**config.mk**
```make
export PLATFORM = sky130hd
export DESIGN_NAME = video_timing_gen
export DESIGN_NICKNAME = d
export VERILOG_FILES = /design/src/rtl/video_timing_gen.sv
export SDC_FILE = /design/constraint.sdc
export NUM_CORES = 1
export LEC_CHECK = 0
export BUFFER_PORTS_ARGS = -buffer_cell sky130_fd_sc_hd__buf_4
export CAP_MARGIN = 20
export CELL_PAD_IN_SITES_DETAIL_PLACEMENT = 0
export CELL_PAD_IN_SITES_GLOBAL_PLACEMENT = 2
export CORE_MARGIN = 1.5
export CORE_UTILIZATION = 40
export CTS_BUF_LIST = sky130_fd_sc_hd__clkbuf_4
export CTS_CLUSTER_SIZE = 10
export DETAILED_ROUTE_END_ITERATION = 8
export PLACE_DENSITY = 0.93
export SLEW_MARGIN = 20
export SYNTH_ARGS = -nofsm -noshare
export SYNTH_HDL_FRONTEND = slang
export SYNTH_SLANG_ARGS = --single-unit
```
**constraint.sdc**
```tcl
create_clock -name rgb_clk -period 5.45 [get_ports rgb_clk]
set_clock_uncertainty 0.05 [all_clocks]
set_input_delay 1.09 -clock rgb_clk [delete_from_list [all_inputs] [get_ports rgb_clk]]
set_output_delay 1.09 -clock rgb_clk [all_outputs]
set_load 0.05 [all_outputs]
```
**src/rtl/video_timing_gen.sv**
```systemverilog
// Parametrised raster timing generator: h/v counters, a registered decode stage that
// drives the look-ahead request channel, and a LEAD-deep delay line to the RGB outputs.
module video_timing_gen #(
    parameter int CW       = 12,
    parameter int H_ACTIVE = 800,
    parameter int H_FP     = 40,
    parameter int H_SYNC   = 128,
    parameter int H_BP     = 88,
    parameter int V_ACTIVE = 480,
    parameter int V_FP     = 1,
    parameter int V_SYNC   = 3,
    parameter int V_BP     = 21,
    parameter bit HS_POL   = 1'b0,
    parameter bit VS_POL   = 1'b0,
    parameter int LEAD     = 2
) (
    input  logic          rgb_clk,
    input  logic          rgb_rst_n,
    input  logic          en,
    output logic          rgb_req,
    output logic [CW-1:0] req_x,
    output logic [CW-1:0] req_y,
    output logic          frame_start,
    output logic          line_start,
    output logic          rgb_hs,
    output logic          rgb_vs,
    output logic          rgb_de,
    output logic [CW-1:0] rgb_x,
    output logic [CW-1:0] rgb_y
);

    localparam int H_BLANK = H_FP + H_SYNC + H_BP;
    localparam int H_TOTAL = H_BLANK + H_ACTIVE;
    localparam int V_BLANK = V_FP + V_SYNC + V_BP;
    localparam int V_TOTAL = V_BLANK + V_ACTIVE;
    localparam longint CNT_CAP = longint'(1) << CW;

    localparam logic [CW-1:0] H_LAST_C  = CW'(H_TOTAL - 1);
    localparam logic [CW-1:0] V_LAST_C  = CW'(V_TOTAL - 1);
    localparam logic [CW-1:0] H_BLANK_C = CW'(H_BLANK);
    localparam logic [CW-1:0] V_BLANK_C = CW'(V_BLANK);
    localparam logic [CW-1:0] HS_ON_C   = CW'(H_FP);
    localparam logic [CW-1:0] HS_OFF_C  = CW'(H_FP + H_SYNC);
    localparam logic [CW-1:0] VS_ON_C   = CW'(V_FP);
    localparam logic [CW-1:0] VS_OFF_C  = CW'(V_FP + V_SYNC);

    // Delay-line word: {hs_act, vs_act, de, x, y}
    localparam int PW = 3 + 2 * CW;

    if ((longint'(H_TOTAL) > CNT_CAP) || (longint'(V_TOTAL) > CNT_CAP)) begin : g_bad_total
        $error("video_timing_gen: H_TOTAL/V_TOTAL exceed counter range");
    end
    if ((LEAD < 0) || (LEAD > 15)) begin : g_bad_lead
        $error("video_timing_gen: LEAD must be 0..15");
    end
    if ((H_SYNC == 0) || (V_SYNC == 0) || (H_ACTIVE == 0) || (V_ACTIVE == 0)) begin : g_bad_zero
        $error("video_timing_gen: sync and active widths must be non-zero");
    end

    logic [CW-1:0] r_h_cnt;
    logic [CW-1:0] r_v_cnt;
    logic          w_h_wrap;
    logic          w_v_wrap;

    assign w_h_wrap = (r_h_cnt == H_LAST_C);
    assign w_v_wrap = (r_v_cnt == V_LAST_C);

    always_ff @(posedge rgb_clk or negedge rgb_rst_n) begin
        if (!rgb_rst_n) begin
            r_h_cnt <= '0;
            r_v_cnt <= '0;
        end else if (!en) begin
            r_h_cnt <= '0;
            r_v_cnt <= '0;
        end else begin
            r_h_cnt <= w_h_wrap ? '0 : r_h_cnt + CW'(1);
            if (w_h_wrap) begin
                r_v_cnt <= w_v_wrap ? '0 : r_v_cnt + CW'(1);
            end
        end
    end

    logic w_hs_act;
    logic w_vs_act;
    logic w_de;

    assign w_hs_act = (r_h_cnt >= HS_ON_C) && (r_h_cnt < HS_OFF_C);
    assign w_vs_act = (r_v_cnt >= VS_ON_C) && (r_v_cnt < VS_OFF_C);
    assign w_de     = (r_h_cnt >= H_BLANK_C) && (r_v_cnt >= V_BLANK_C);

    // Request stage: coordinates are zeroed outside the active area so they are never stale.
    logic          r_req;
    logic [CW-1:0] r_req_x;
    logic [CW-1:0] r_req_y;
    logic          r_frame_start;
    logic          r_line_start;
    logic          r_hs_act;
    logic          r_vs_act;

    always_ff @(posedge rgb_clk or negedge rgb_rst_n) begin
        if (!rgb_rst_n) begin
            r_req         <= 1'b0;
            r_req_x       <= '0;
            r_req_y       <= '0;
            r_frame_start <= 1'b0;
            r_line_start  <= 1'b0;
            r_hs_act      <= 1'b0;
            r_vs_act      <= 1'b0;
        end else if (!en) begin
            r_req         <= 1'b0;
            r_req_x       <= '0;
            r_req_y       <= '0;
            r_frame_start <= 1'b0;
            r_line_start  <= 1'b0;
            r_hs_act      <= 1'b0;
            r_vs_act      <= 1'b0;
        end else begin
            r_req         <= w_de;
            r_req_x       <= w_de ? (r_h_cnt - H_BLANK_C) : '0;
            r_req_y       <= w_de ? (r_v_cnt - V_BLANK_C) : '0;
            r_frame_start <= (r_h_cnt == '0) && (r_v_cnt == '0);
            r_line_start  <= (r_h_cnt == '0);
            r_hs_act      <= w_hs_act;
            r_vs_act      <= w_vs_act;
        end
    end

    assign rgb_req     = r_req;
    assign req_x       = r_req_x;
    assign req_y       = r_req_y;
    assign frame_start = r_frame_start;
    assign line_start  = r_line_start;

    logic [PW-1:0] w_s0;
    logic [PW-1:0] w_out;

    assign w_s0 = {r_hs_act, r_vs_act, r_req, r_req_x, r_req_y};

    // The delay line keeps shifting while en is low, so inactive words drain through it.
    if (LEAD == 0) begin : g_no_delay
        assign w_out = w_s0;
    end else begin : g_delay
        for (genvar gi = 0; gi < LEAD; gi++) begin : g_tap
            logic [PW-1:0] r_stage;
            logic [PW-1:0] w_src;
            if (gi == 0) begin : g_first
                assign w_src = w_s0;
            end else begin : g_next
                assign w_src = g_tap[gi-1].r_stage;
            end
            always_ff @(posedge rgb_clk or negedge rgb_rst_n) begin
                if (!rgb_rst_n) begin
                    r_stage <= '0;
                end else begin
                    r_stage <= w_src;
                end
            end
        end
        assign w_out = g_tap[LEAD-1].r_stage;
    end

    assign rgb_hs = w_out[PW-1] ? HS_POL : ~HS_POL;
    assign rgb_vs = w_out[PW-2] ? VS_POL : ~VS_POL;
    assign rgb_de = w_out[PW-3];
    assign rgb_x  = w_out[2*CW-1:CW];
    assign rgb_y  = w_out[CW-1:0];

endmodule
```
==> key figures, run 1 <==
Routing
  • DRT iter0 DRCs: roughly 130
  • Routed length per placed instance: 14.2 um
  • Final wirelength: 7310 um
  • Vias per cell: 4.90
  • Via Count: 2,513
  • Antenna viol nets, final: 0
  • DR pass1 iterations: 5
  • DRC Markers: 0

Layout
  • Reg area: between 2000 and 3000 um2
  • Number of fill cells in the layout: 960
  • P&R area growth vs syn: 10.7%
  • Multi-input gate area: roughly 1200 um2
  • Final net count: about 380
  • Fraction of layout cells with a size suffix above 1: between 20% and 30%
  • Final Core Density: a little under half

Run
  • Max-cap violations: 0

Timing
  • Tightest Pin Transition: between 0.7 and 0.8 ns
  • Pins Over Slew Limit: 0
  • Worst setup margin: 2.98 ns
  • Final period util: ~45%
  • Setup violations, final: 0
  • Hold Slack: 0.304 ns
  • Min Tclk post-route: between 2 and 2.5 ns
  • Rel. slew slack: 49.8%
  • Setup TNS: 0 ns
  • Final hold vios: 0
  • Max Clk Rate: roughly 400 MHz
  • RSZ-0062 raised after global routing: no

Pwr
  • Leak: about 0.0023 uW
  • VDD IR-drop max: between 0.09 and 0.1 mV
  • Power per cell area: 261 nW/um2

CTS
  • Latest clock arrival within the worst-skew pair: 0.46 ns
  • CTS resizes: 0
  • CTS tree: yes
  • Post-CTS Setup Bufs: 0
  • # H-tree levels: 3
  • Clock Path Buffers: 2
  • TritonCTS buffer count: 9
  • Clk root buf: clkbuf_4
  • CTS clk-pin slew, worst paths: between 0.15 and 0.2 ns
  • Hold buffers post-CTS: 0
  • Clock sink total: between 100 and 150

Synth
  • Sequential area share after synthesis: between 60% and 70%
  • Top_reg_cell synth: dfrtp_1
  • Synth Area in Simple Gates: 14.0%
  • Adder and majority gate portion of the synthesized area: ~2.7%
  • Post-synth top area cell: dfrtp_1
  • Ys Warns: 0
  • Synth Area in Compound Gates: around 6.6%
  • Main combinational cell family by area after synthesis: simple AND/OR/NAND/NOR gates
  • Distinct cells, synth: 43
  • Synth Area in XOR/XNOR: roughly 4.4%
  • Top-area cell type share of the netlist area: ~64%
  • Fraction of synthesized area in multiplexers: 0.239%
  • EDFF count, synth: 0
  • Avg Cell Area, Syn: 12.1 um2
  • Area contributors post-synth: dfrtp_1 64%, buf_4 4.3%, xnor2_1 3.3%, nor2_1 3.0%, ha_1 2.7%
  • FF+latch count, synth: ~110
  • Synth Net Count: 359
  • Post-Syn Instances: 347
  • Asr flop ratio synth: between 90% and 100%
  • Synthesized area: between 4000 and 5000 um2

Min path
  • Hold Path Class: reg -> reg
  • Hold Startpoint: g_delay.g_tap[0].r_stage[13]
  • Worst Hold Depth: 0
  • Hold Path End: g_delay.g_tap[1].r_stage[13]

Setup path
  • Reg-to-Reg End: req_x[3]
  • CP Launch Type: flop
  • Register-to-register setup slack: between 2 and 3 ns
  • WP data required: between 5 and 6 ns
  • FF-to-FF Start: r_h_cnt[8]
  • Worst Setup End Kind: flop
  • CP max-delay cell: a311o_1
  • CP max stage delay: roughly 0.6 ns
  • Worst EP arrival: roughly 2.8 ns
  • Crit path max fanout: 18
  • Worst setup path class: reg -> reg
  • R2r worst-path depth: 7
  • CP cell instances: inv_1 -> ha_1 -> or3b_1 -> a31oi_1 -> a311o_1 -> inv_2 -> and2_1

Die
  • Ports: between 50 and 60
  • Row count: 37
  • Initial Utilization: about two fifths
  • Core ar.: between 10,000 and 15,000 um2
  • Die height: between 100 and 150 um
  • Die extent in x: between 100 and 150 um
  • Die area: between 10,000 and 15,000 um2

Global route
  • Antenna violations before repair: 0
  • Vias in the first global route: ~2,500
  • Grt total ovfl: 0
  • First-pass GRT wire length: approximately 12,000 um
  • Overall Global Routing Usage: between 10% and 20%
  • Largest net degree at the start of global routing: 55

Placement
  • GPL Wtd Cong: a little over 0.8
  • Port Buffer Count: 56
  • Dpl ws: roughly 2.9 ns
  • Post-DP HPWL: 5010 um

Run status
  • Outcome: completed
## power breakdown
part / internal, uW / leakage [uW] / total [uW] / switching [uW]
clock network: 101 / 0.0000657 / 368 / 267
logic: 7.67 / 0.000713 / 37.6 / 29.9
registers: 797 / 0.00149 / 802 / 4.31
total: 906 / 0.00227 / 1210 / 301
## cells by family after synthesis
family	Yosys count
adders and majority gates	9
AOI/OAI and AO/OA	39
and+or+nand+nor	111
DFF	107
muxes	1
buffers and inverters	59
xor gates and xnor gates	21
## layout make-up
cell class,count,area share (%)
diodes,1,0.0540
clock buffers,9,1.46
clock inverters,7,1.35
inverters,15,1.21
multi-input cells,181,25.2
flip-flops and latches,107,57.8
well taps,136,3.67
repair buffers,57,9.23
## routing by layer
| metal | wire length [um] | track usage [%] | vias to the layer above |
|---|---|---|---|
| li1 | - | - | 1191 |
| met1 | 3570 | 20.1 | 1245 |
| met4 | 155 | 7.73 | 0 |
| met3 | 292 | 2.84 | 12 |
| met2 | 3290 | 20.9 | 65 |
| met5 | 0 | 0 | - |
## state kept, by name (all words and copies together) (netlist names)
register               cells
req_y                     12
r_v_cnt                   12
r_vs_act                   1
r_hs_act                   1
g_delay.g_tap.r_stage     54
r_h_cnt                   12
req_x                     12
line_start                 1
frame_start                1
rgb_req                    1
## synthesized netlist by cell type, drive strengths merged (3+ instances only)
| cell | number |
|---|---|
| clkbuf | 13 |
| and2 | 8 |
| nand2 | 12 |
| and3 | 5 |
| nor2 | 34 |
| and4 | 4 |
| buf | 31 |
| ha | 9 |
| dfrtp | 107 |
| or3 | 4 |
| nor3 | 11 |
| xor2 | 5 |
| o31ai | 7 |
| nand4 | 4 |
| nand3 | 9 |
| inv | 14 |
| a211oi | 3 |
| nand2b | 6 |
| nor4 | 4 |
| a21oi | 12 |
| o21ai | 6 |
| xnor2 | 16 |
| or4 | 6 |
## worst max-delay path, delay by kind of cell, from the launching register on
kind,cells,cell delay [ns]
buf+inv,2,0.28
simple gates,2,0.57
compound gates,2,0.81
fa+ha+maj,1,0.19
flops,1,0.48
## layout by cell type (no fill, tap or decap), types with 2 or more instances in the layout
| cell type | Yosys | layout |
|---|---|---|
| o211ai_1 | 2 | 2 |
| ha_1 | 9 | 9 |
| nand3_1 | 9 | 9 |
| nor2_1 | 34 | 34 |
| nand4_1 | 4 | 4 |
| xnor2_1 | 16 | 16 |
| o21ai_0 | 6 | 6 |
| nor4_1 | 4 | 4 |
| inv_1 | 13 | 13 |
| a31oi_1 | 2 | 2 |
| a21oi_1 | 12 | 12 |
| and4_1 | 4 | 4 |
| or4_1 | 6 | 6 |
| o41ai_1 | 2 | 2 |
| a211oi_1 | 3 | 3 |
| o31ai_1 | 5 | 5 |
| and3_1 | 5 | 5 |
| or3_1 | 3 | 3 |
| xor2_1 | 5 | 5 |
| clkinvlp_4 | 0 | 2 |
| clkbuf_4 | 0 | 9 |
| and2_1 | 8 | 8 |
| or3b_1 | 2 | 2 |
| buf_4 | 24 | 57 |
| inv_6 | 0 | 2 |
| nand2_1 | 12 | 12 |
| nand2b_1 | 6 | 6 |
| dfrtp_1 | 107 | 107 |
| nor3_1 | 11 | 11 |
## per-stage QoR
stage                     cells  total power [uW]  cell area (um2)
after floorplan             347               831             4190
after global placement      496               855             4500
after detailed placement    496               855             4500
after CTS                   512              1220             4630
after global routing        512              1250             4630
final                       513              1210             4630
## how the worst max path moves through the flow
| stage | start | to | slack, ns | depth (start not counted) |
|---|---|---|---|---|
| 5_1_grt | r_v_cnt[0] | req_x[2] | 2.78 | 7 |
| 2_1_floorplan | en | req_y[10] | 2.99 | 6 |
| 4_1_cts | r_h_cnt[8] | req_x[3] | 2.99 | 7 |
| 3_5_place_dp | en | req_x[3] | 2.94 | 5 |
| 6_report | r_h_cnt[8] | req_x[3] | 2.98 | 7 |
| 3_3_place_gp | en | req_x[5] | 3.00 | 5 |
No activity file was read; power rests on OpenSTA's default activity.
==> run 2: changes to the inputs <==
--- a/config.mk
+++ b/config.mk
@@ -5,16 +5,17 @@
 export SDC_FILE = /design/constraint.sdc
 export NUM_CORES = 1
 export LEC_CHECK = 0
+export ABC_AREA = 1
 export BUFFER_PORTS_ARGS = -buffer_cell sky130_fd_sc_hd__buf_4
 export CAP_MARGIN = 20
 export CELL_PAD_IN_SITES_DETAIL_PLACEMENT = 0
 export CELL_PAD_IN_SITES_GLOBAL_PLACEMENT = 2
 export CORE_MARGIN = 1.5
-export CORE_UTILIZATION = 40
+export CORE_UTILIZATION = 35
 export CTS_BUF_LIST = sky130_fd_sc_hd__clkbuf_4
 export CTS_CLUSTER_SIZE = 10
 export DETAILED_ROUTE_END_ITERATION = 8
-export PLACE_DENSITY = 0.93
+export PLACE_DENSITY = 0.9
 export SLEW_MARGIN = 20
 export SYNTH_ARGS = -nofsm -noshare
 export SYNTH_HDL_FRONTEND = slang
==> constraint.sdc (replaced) <==
create_clock -name rgb_clk -period 2.1 [get_ports rgb_clk]
set_clock_uncertainty 0.05 [all_clocks]
set_input_delay 0.42 -clock rgb_clk [delete_from_list [all_inputs] [get_ports rgb_clk]]
set_output_delay 0.42 -clock rgb_clk [all_outputs]
set_load 0.05 [all_outputs]
==> key figures, run 2 <==
Layout
  • Commonest cells after routing, fill and taps aside: 107 x dfrtp_1, 89 x nand2_1, 65 x buf_4, 54 x nor2_1, 47 x inv_1
  • Multi-input gate area: 1410 um2 (+20%)
  • Fraction of layout cells with a size suffix above 1: 24.6% (+4.2 points)
  • P&R area growth vs syn: 13.5%
  • Largest register FFs: 54 (unchanged)
  • Number of fill cells in the layout: 1,209 (+26%)
  • Biggest register: g_delay.g_tap.r_stage
  • Reg area: 2680 um2 (unchanged)
  • Ant. Diodes: 0 (-1)
  • Final net count: 507 (+32%)
  • Commonest non-fill, non-tap cell in the layout: dfrtp_1

Timing
  • Hold Slack: 0.268 ns (-0.0364 ns)
  • Max Clk Rate: 565 MHz (+40%)
  • Final period util: 84.3% (+39 points)
  • Tightest Pin Transition: 0.484 ns (-0.264 ns)
  • Final hold vios: 0 (unchanged)
  • Pins Over Slew Limit: 0 (unchanged)
  • RSZ-0062 raised after global routing: no
  • Setup TNS: 0 ns (unchanged)
  • Setup violations, final: 0 (unchanged)
  • Rel. slew slack: 67.8% (+18 points)
  • Min Tclk post-route: 1.77 ns (-0.701 ns)

Setup path
  • Register-to-register setup slack: 0.33 ns (-2.65 ns)
  • FF-to-FF Start: r_v_cnt[1]
  • Worst setup path class: reg -> reg
  • R2r worst-path depth: 8 (+1)
  • Worst EP arrival: 2.05 ns (-0.73 ns)
  • CP Launch Type: flop
  • Worst Setup End Kind: flop
  • WP data required: 2.38 ns (-3.38 ns)
  • Reg-to-Reg End: req_y[2]
  • Crit path max fanout: 10 (-8)

Die
  • Die extent in x: 117 um (+11%)
  • Ports: 57 (unchanged)
  • Row count: 41 (+11%)
  • Die height: 117 um (+11%)
  • Die area: 13,700 um2 (+24%)
  • Core ar.: 12,700 um2 (+24%)
  • Initial Utilization: 36.0% (-4.9 points)

Routing
  • Final wirelength: 8550 um (+17%)
  • Via Count: 2,936 (+17%)
  • DRT iter0 DRCs: 146 (+15%)
  • DR pass1 iterations: 4 (-1)
  • DRC Markers: 0 (unchanged)
  • Routed length per placed instance: 12.7 um (-11%)
  • Vias per cell: 4.38 (-11%)
  • Antenna viol nets, final: 0 (unchanged)

CTS
  • TritonCTS buffer count: 9 (unchanged)
  • Latest clock arrival within the worst-skew pair: 0.46 ns (about the same)
  • CTS resizes: 0 (unchanged)
  • CTS clk-pin slew, worst paths: 0.17 ns (about the same)
  • Clock sink total: 107 (unchanged)
  • # H-tree levels: 3 (unchanged)
  • Clk root buf: clkbuf_4
  • Clock Path Buffers: 2 (unchanged)
  • CTS tree: yes

Synth
  • Asr flop ratio synth: 100% (unchanged)
  • Post-synth top area cell: dfrtp_1
  • Sequential area share after synthesis: 58.8% (-5.2 points)
  • Top-area cell type share of the netlist area: 58.8% (-5.2 points)
  • FF+latch count, synth: 107 (unchanged)
  • Synth cell count leaders: 107 x dfrtp_1, 89 x nand2_1, 54 x nor2_1
  • Synth Net Count: 461 (+28%)
  • Synthesized area: 4560 um2 (+8.9%)
  • Distinct cells, synth: 29 (-33%)
  • Count leader, synth: dfrtp_1
  • Area contributors post-synth: dfrtp_1 59%, nand2_1 7.3%, nor2_4 4.7%, nor2_1 4.4%, buf_4 4.1%
  • EDFF count, synth: 0 (unchanged)
  • Post-Syn Instances: 449 (+29%)
  • Avg Cell Area, Syn: 10.1 um2 (-16%)
  • Top_reg_cell synth: dfrtp_1
  • Ys Warns: 0 (unchanged)

Global route
  • Grt total ovfl: 0 (unchanged)
  • Largest net degree at the start of global routing: 39 (-29%)
  • Antenna violations before repair: 0 (unchanged)
  • Overall Global Routing Usage: 13.8% (-0.49 points)
  • First-pass GRT wire length: 14,300 um (+17%)
  • Vias in the first global route: 2,838 (+15%)

Run status
  • Outcome: completed

Min path
  • Hold Path Class: in -> reg
  • Hold Path End: r_v_cnt[6]
  • Worst Hold Depth: 3 (+3)
  • Hold Startpoint: en

Pwr
  • Total power: 3410 uW (+180%)
  • Power per cell area: 659 nW/um2 (+150%)
  • Leak: 0.00284 uW (+25%)
  • VDD IR-drop max: 0.264 mV (+180%)

Placement
  • Port Buffer Count: 56 (unchanged)
  • Post-DP HPWL: 6540 um (+31%)
  • GPL Wtd Cong: 0.884 (+7.2%)

Run
  • Max-cap violations: 0 (unchanged)
-- run 2: per-layer routing --
metal,vias up,wire length (um),GRT usage [%]
met5,-,0,0
met4,0,152,5.46
met3,11,403,3.40
met2,86,3930,21.6
met1,1383,4070,18.6
li1,1456,-,-
-- run 2: cell families (layout without fill, tap and decap cells) --
| group | after synthesis | in the layout | synth area share (%) |
|---|---|---|---|
| buffers and inverters | 86 | 136 | 10.4 |
| DFF | 107 | 107 | 58.8 |
| AOI/OAI and AO/OA | 15 | 15 | 2.06 |
| and+or+nand+nor | 222 | 222 | 24.4 |
| adders and majority gates | 9 | 9 | 2.47 |
| xor gates and xnor gates | 10 | 10 | 1.92 |
-- run 2: area by class of cell --
cell class	instances	area share, %
clock inverter	5	1.23
sequential	107	51.8
tap	172	4.16
inverter	53	3.85
clock buffer	10	1.45
timing repair buffer	68	10.4
multi-input combinational	256	27.2
-- run 2: what timing repair did --
item                                   in CTS  in global routing
endpoints found under the hold margin      34                  0
buffers inserted                            0                  0
hold buffers                                1                  0
-- run 2: power by group --
group	internal, uW	switching, uW	leakage, uW
Combinational	64.8	190	0.00128
Sequential	2090	26.6	0.00149
Clock	380	654	0.0000731
-- run 2: how the worst max path moves through the flow --
stage	endpoint	slack (ns)	depth (start not counted)	startpoint
after floorplan	req_y[0]	0.53	8	r_v_cnt[0]
after global placement	r_v_cnt[8]	0.41	11	r_h_cnt[8]
after detailed placement	req_y[2]	0.36	8	r_v_cnt[1]
after CTS	req_y[2]	0.31	8	r_v_cnt[1]
after global routing	req_y[2]	0.18	8	r_v_cnt[1]
final	req_y[2]	0.33	8	r_v_cnt[1]
-- run 2: critical path, stage by stage, from the launching register on --
cell and delay, ns:
dfrtp_1 0.45, inv_1 0.15, ha_1 0.23, nand2_2 0.09
o21ai_2 0.13, a21oi_2 0.08, nand2_4 0.19, buf_4 0.24
nor2_4 0.04
-- run 2: metrics by stage --
step / std cells / cell area (um2) / worst slack, ns / util, %
2_1_floorplan: 449 / 4560 / 0.528 / -
3_3_place_gp: 655 / 5020 / 0.406 / 39.7
3_5_place_dp: 655 / 5020 / 0.358 / 39.7
4_1_cts: 671 / 5170 / 0.306 / 40.8
5_1_grt: 671 / 5170 / 0.182 / 40.8
6_report: 671 / 5170 / 0.329 / 40.8
==> run 3: changes to the inputs <==
--- a/config.mk
+++ b/config.mk
@@ -5,17 +5,17 @@
 export SDC_FILE = /design/constraint.sdc
 export NUM_CORES = 1
 export LEC_CHECK = 0
-export ABC_AREA = 1
+export ABC_AREA = 0
 export BUFFER_PORTS_ARGS = -buffer_cell sky130_fd_sc_hd__buf_4
 export CAP_MARGIN = 20
 export CELL_PAD_IN_SITES_DETAIL_PLACEMENT = 0
 export CELL_PAD_IN_SITES_GLOBAL_PLACEMENT = 2
 export CORE_MARGIN = 1.5
-export CORE_UTILIZATION = 35
+export CORE_UTILIZATION = 36
 export CTS_BUF_LIST = sky130_fd_sc_hd__clkbuf_4
 export CTS_CLUSTER_SIZE = 10
 export DETAILED_ROUTE_END_ITERATION = 8
-export PLACE_DENSITY = 0.9
+export PLACE_DENSITY = 0.89
 export SLEW_MARGIN = 20
 export SYNTH_ARGS = -nofsm -noshare
 export SYNTH_HDL_FRONTEND = slang
==> constraint.sdc (replaced) <==
create_clock -name rgb_clk -period 1.45 [get_ports rgb_clk]
set_clock_uncertainty 0.05 [all_clocks]
set_input_delay 0.29 -clock rgb_clk [delete_from_list [all_inputs] [get_ports rgb_clk]]
set_output_delay 0.29 -clock rgb_clk [all_outputs]
set_load 0.05 [all_outputs]
==> key figures, run 3 (same netlist as run 1, synthesis figures left out) <==
Die
  • Initial Utilization: 36.8% (+0.85 points)
  • Die height: 111 um (-5.4%)
  • Ports: 57 (unchanged)
  • Die area: 12,300 um2 (-10%)
  • Row count: 39 (-4.9%)
  • Core ar.: 11,400 um2 (-10%)
  • Die extent in x: 111 um (-5.4%)

Timing
  • Max Clk Rate: 496 MHz (-12%)
  • Final hold vios: 0 (unchanged)
  • Hold Slack: 0.214 ns (-0.0538 ns)
  • Pins Over Slew Limit: 0 (unchanged)
  • RSZ-0062 raised after global routing: yes
  • Tightest Pin Transition: 0.492 ns (+0.00843 ns)
  • Worst setup margin: -0.565 ns (-0.894 ns)
  • Setup violations, final: 49 (+49)
  • Rel. slew slack: 66.4% (-1.4 points)
  • Final period util: 139% (+55 points)
  • Min Tclk post-route: 2.01 ns (+0.244 ns)

Routing
  • Antenna viol nets, final: 0 (unchanged)
  • Routed length per placed instance: 14.9 um (+17%)
  • Top sig layer: met4
  • Final wirelength: 9160 um (+7.2%)
  • Met1 wire length: 3980 um (-2.2%)
  • Vias per cell: 4.82 (+10%)
  • DR WL met2: 4700 um (+20%)
  • Met3 WL: 361 um (-10%)
  • DR pass1 iterations: 4 (unchanged)
  • DRC Markers: 0 (unchanged)
  • Via Count: 2,958 (+0.75%)
  • DRT iter0 DRCs: 130 (-11%)

Layout
  • P&R area growth vs syn: 41.6%
  • Post-route design area: 5920 um2 (+15%)
  • Biggest register: g_delay.g_tap.r_stage
  • Ant. Diodes: 0 (unchanged)
  • Fraction of layout cells with a size suffix above 1: 49.7% (+25 points)
  • Commonest non-fill, non-tap cell in the layout: buf_4
  • Final Core Density: 52.1% (+11 points)
  • Final net count: 478 (-5.7%)
  • Commonest cells after routing, fill and taps aside: 111 x buf_4, 107 x dfrtp_1, 33 x buf_6, 16 x xnor2_1, 15 x nor2_4
  • Largest register FFs: 54 (unchanged)

CTS
  • CTS tree: yes
  • CTS clk-pin slew, worst paths: 0.16 ns (about the same)
  • Clock sink total: 107 (unchanged)
  • Clk root buf: clkbuf_4
  • # H-tree levels: 3 (unchanged)
  • Clock Path Buffers: 2 (unchanged)
  • Latest clock arrival within the worst-skew pair: 0.47 ns (about the same)
  • TritonCTS buffer count: 9 (unchanged)

Pwr
  • Total power: 4600 uW (+35%)
  • Power per cell area: 777 nW/um2 (+18%)
  • VDD IR-drop max: 0.560 mV (+110%)
  • Leak: 0.00284 uW (-0.16%)

Setup path
  • Most used cell, CP: buf_12
  • WP data required: 1.76 ns (-0.62 ns)
  • CP max-delay cell: dfrtp_1
  • Buffers & Inverters on Critical Path: 4 (+2)
  • CP max stage delay: 0.42 ns (-0.03 ns)
  • Worst path top cell family by delay: buffers and inverters
  • Worst setup path class: reg -> reg
  • Worst Setup End Kind: flop
  • Crit path max fanout: 7 (-3)
  • CP Launch Type: flop
  • CP cell instances: inv_2 -> buf_12 -> ha_4 -> or3b_4 -> a31oi_4 -> a311o_1 -> buf_6 -> buf_12 -> nor2_2
  • Worst EP arrival: 2.32 ns (+0.27 ns)

Global route
  • Largest net degree at the start of global routing: 32 (-18%)
  • Overall Global Routing Usage: 14.8% (+1.0 points)
  • First-pass GRT wire length: 14,500 um (+1.6%)
  • Grt total ovfl: 0 (unchanged)
  • Antenna violations before repair: 0 (unchanged)
  • Vias in the first global route: 3,041 (+7.2%)

Placement
  • Dpl ws: -0.544 ns (-0.902 ns)
  • Placed Area: 5100 um2 (+1.6%)
  • Post-DP HPWL: 6080 um (-6.9%)
  • Port Buffer Count: 56 (unchanged)
  • GPL Wtd Cong: 0.837 (-5.3%)

Run status
  • Outcome: complete, but fails checks
  • Failing checks: setup timing

Min path
  • Hold Path Class: in -> async

Run
  • Max-cap violations: 0 (unchanged)
==> run 3: cell types whose count changed in the layout (fill, tap and decap cells not counted), sizes merged, moves of 7 or more <==
cell and delta:
and2 +8, buf +83, inv -37, nand2 -84, nand3 -12, nand4 -13, nor2 -44, o31ai +7
xnor2 +14
==> run 3: worst reg2reg max path, delay by kind of cell, from the launching register on <==
kind / cells / cell delay (ns)
compound gates: 2 / 0.37
fa+ha+maj: 1 / 0.11
buf+inv: 4 / 0.53
flops: 1 / 0.42
simple gates: 2 / 0.44
==> run 3: path summary, 6_finish.rpt <==
check	depth (start not counted)	endpoint	start	slack (ns)
worst max-delay path	9	req_x[11]	r_h_cnt[8]	-0.56
worst min-delay path	2	req_y[5]	rgb_rst_n	0.21
worst max register to register	9	req_x[11]	r_h_cnt[8]	-0.56
worst min register to register	0	g_delay.g_tap[1].r_stage[12]	g_delay.g_tap[0].r_stage[12]	0.32
max in group asynchronous	3	g_delay.g_tap[0].r_stage[8]	rgb_rst_n	0.63
min in group rgb_clk	4	r_v_cnt[0]	en	0.24
==> run 3: metal layers <==
| layer | global-route usage (%) | vias up |
|---|---|---|
| met1 | 19.3 | 1492 |
| met4 | 6.67 | 0 |
| met3 | 3.34 | 9 |
| met5 | 0 | - |
| li1 | - | 1385 |
| met2 | 23.7 | 72 |
==> run 3: layout make-up <==
type	instances	area, um2
inverters	15	63.8
clock inverters	7	50.0
well taps	143	179
fillers	931	5450
repair buffers	151	1330
clock buffers	9	67.6
flip-flops and latches	107	2680
multi-input cells	182	1560
==> run 3: power breakdown <==
group | switching, uW | internal [uW] | leakage, uW
clock | 995 | 362 | 0.0000640
sequential | 6.04 | 3000 | 0.00149
combinational | 161 | 79.6 | 0.00128
total | 1160 | 3440 | 0.00284
==> run 3: per-stage QoR <==
| step | cells | TNS, ns |
|---|---|---|
| after floorplan | 347 | -16.33 |
| after global placement | 575 | -15.94 |
| after detailed placement | 575 | -18.10 |
| after CTS | 603 | -19.44 |
| after global routing | 614 | -25.04 |
| final | 614 | -22.91 |
==> run 3: repair_timing <==
item,CTS,global route
gates resized for setup,33,98
hold endpoints to repair,93,0
setup buffers,10,13
hold buffers,1,0
cloned,1,1
pin swaps,6,31
setup endpoints to repair,51,73
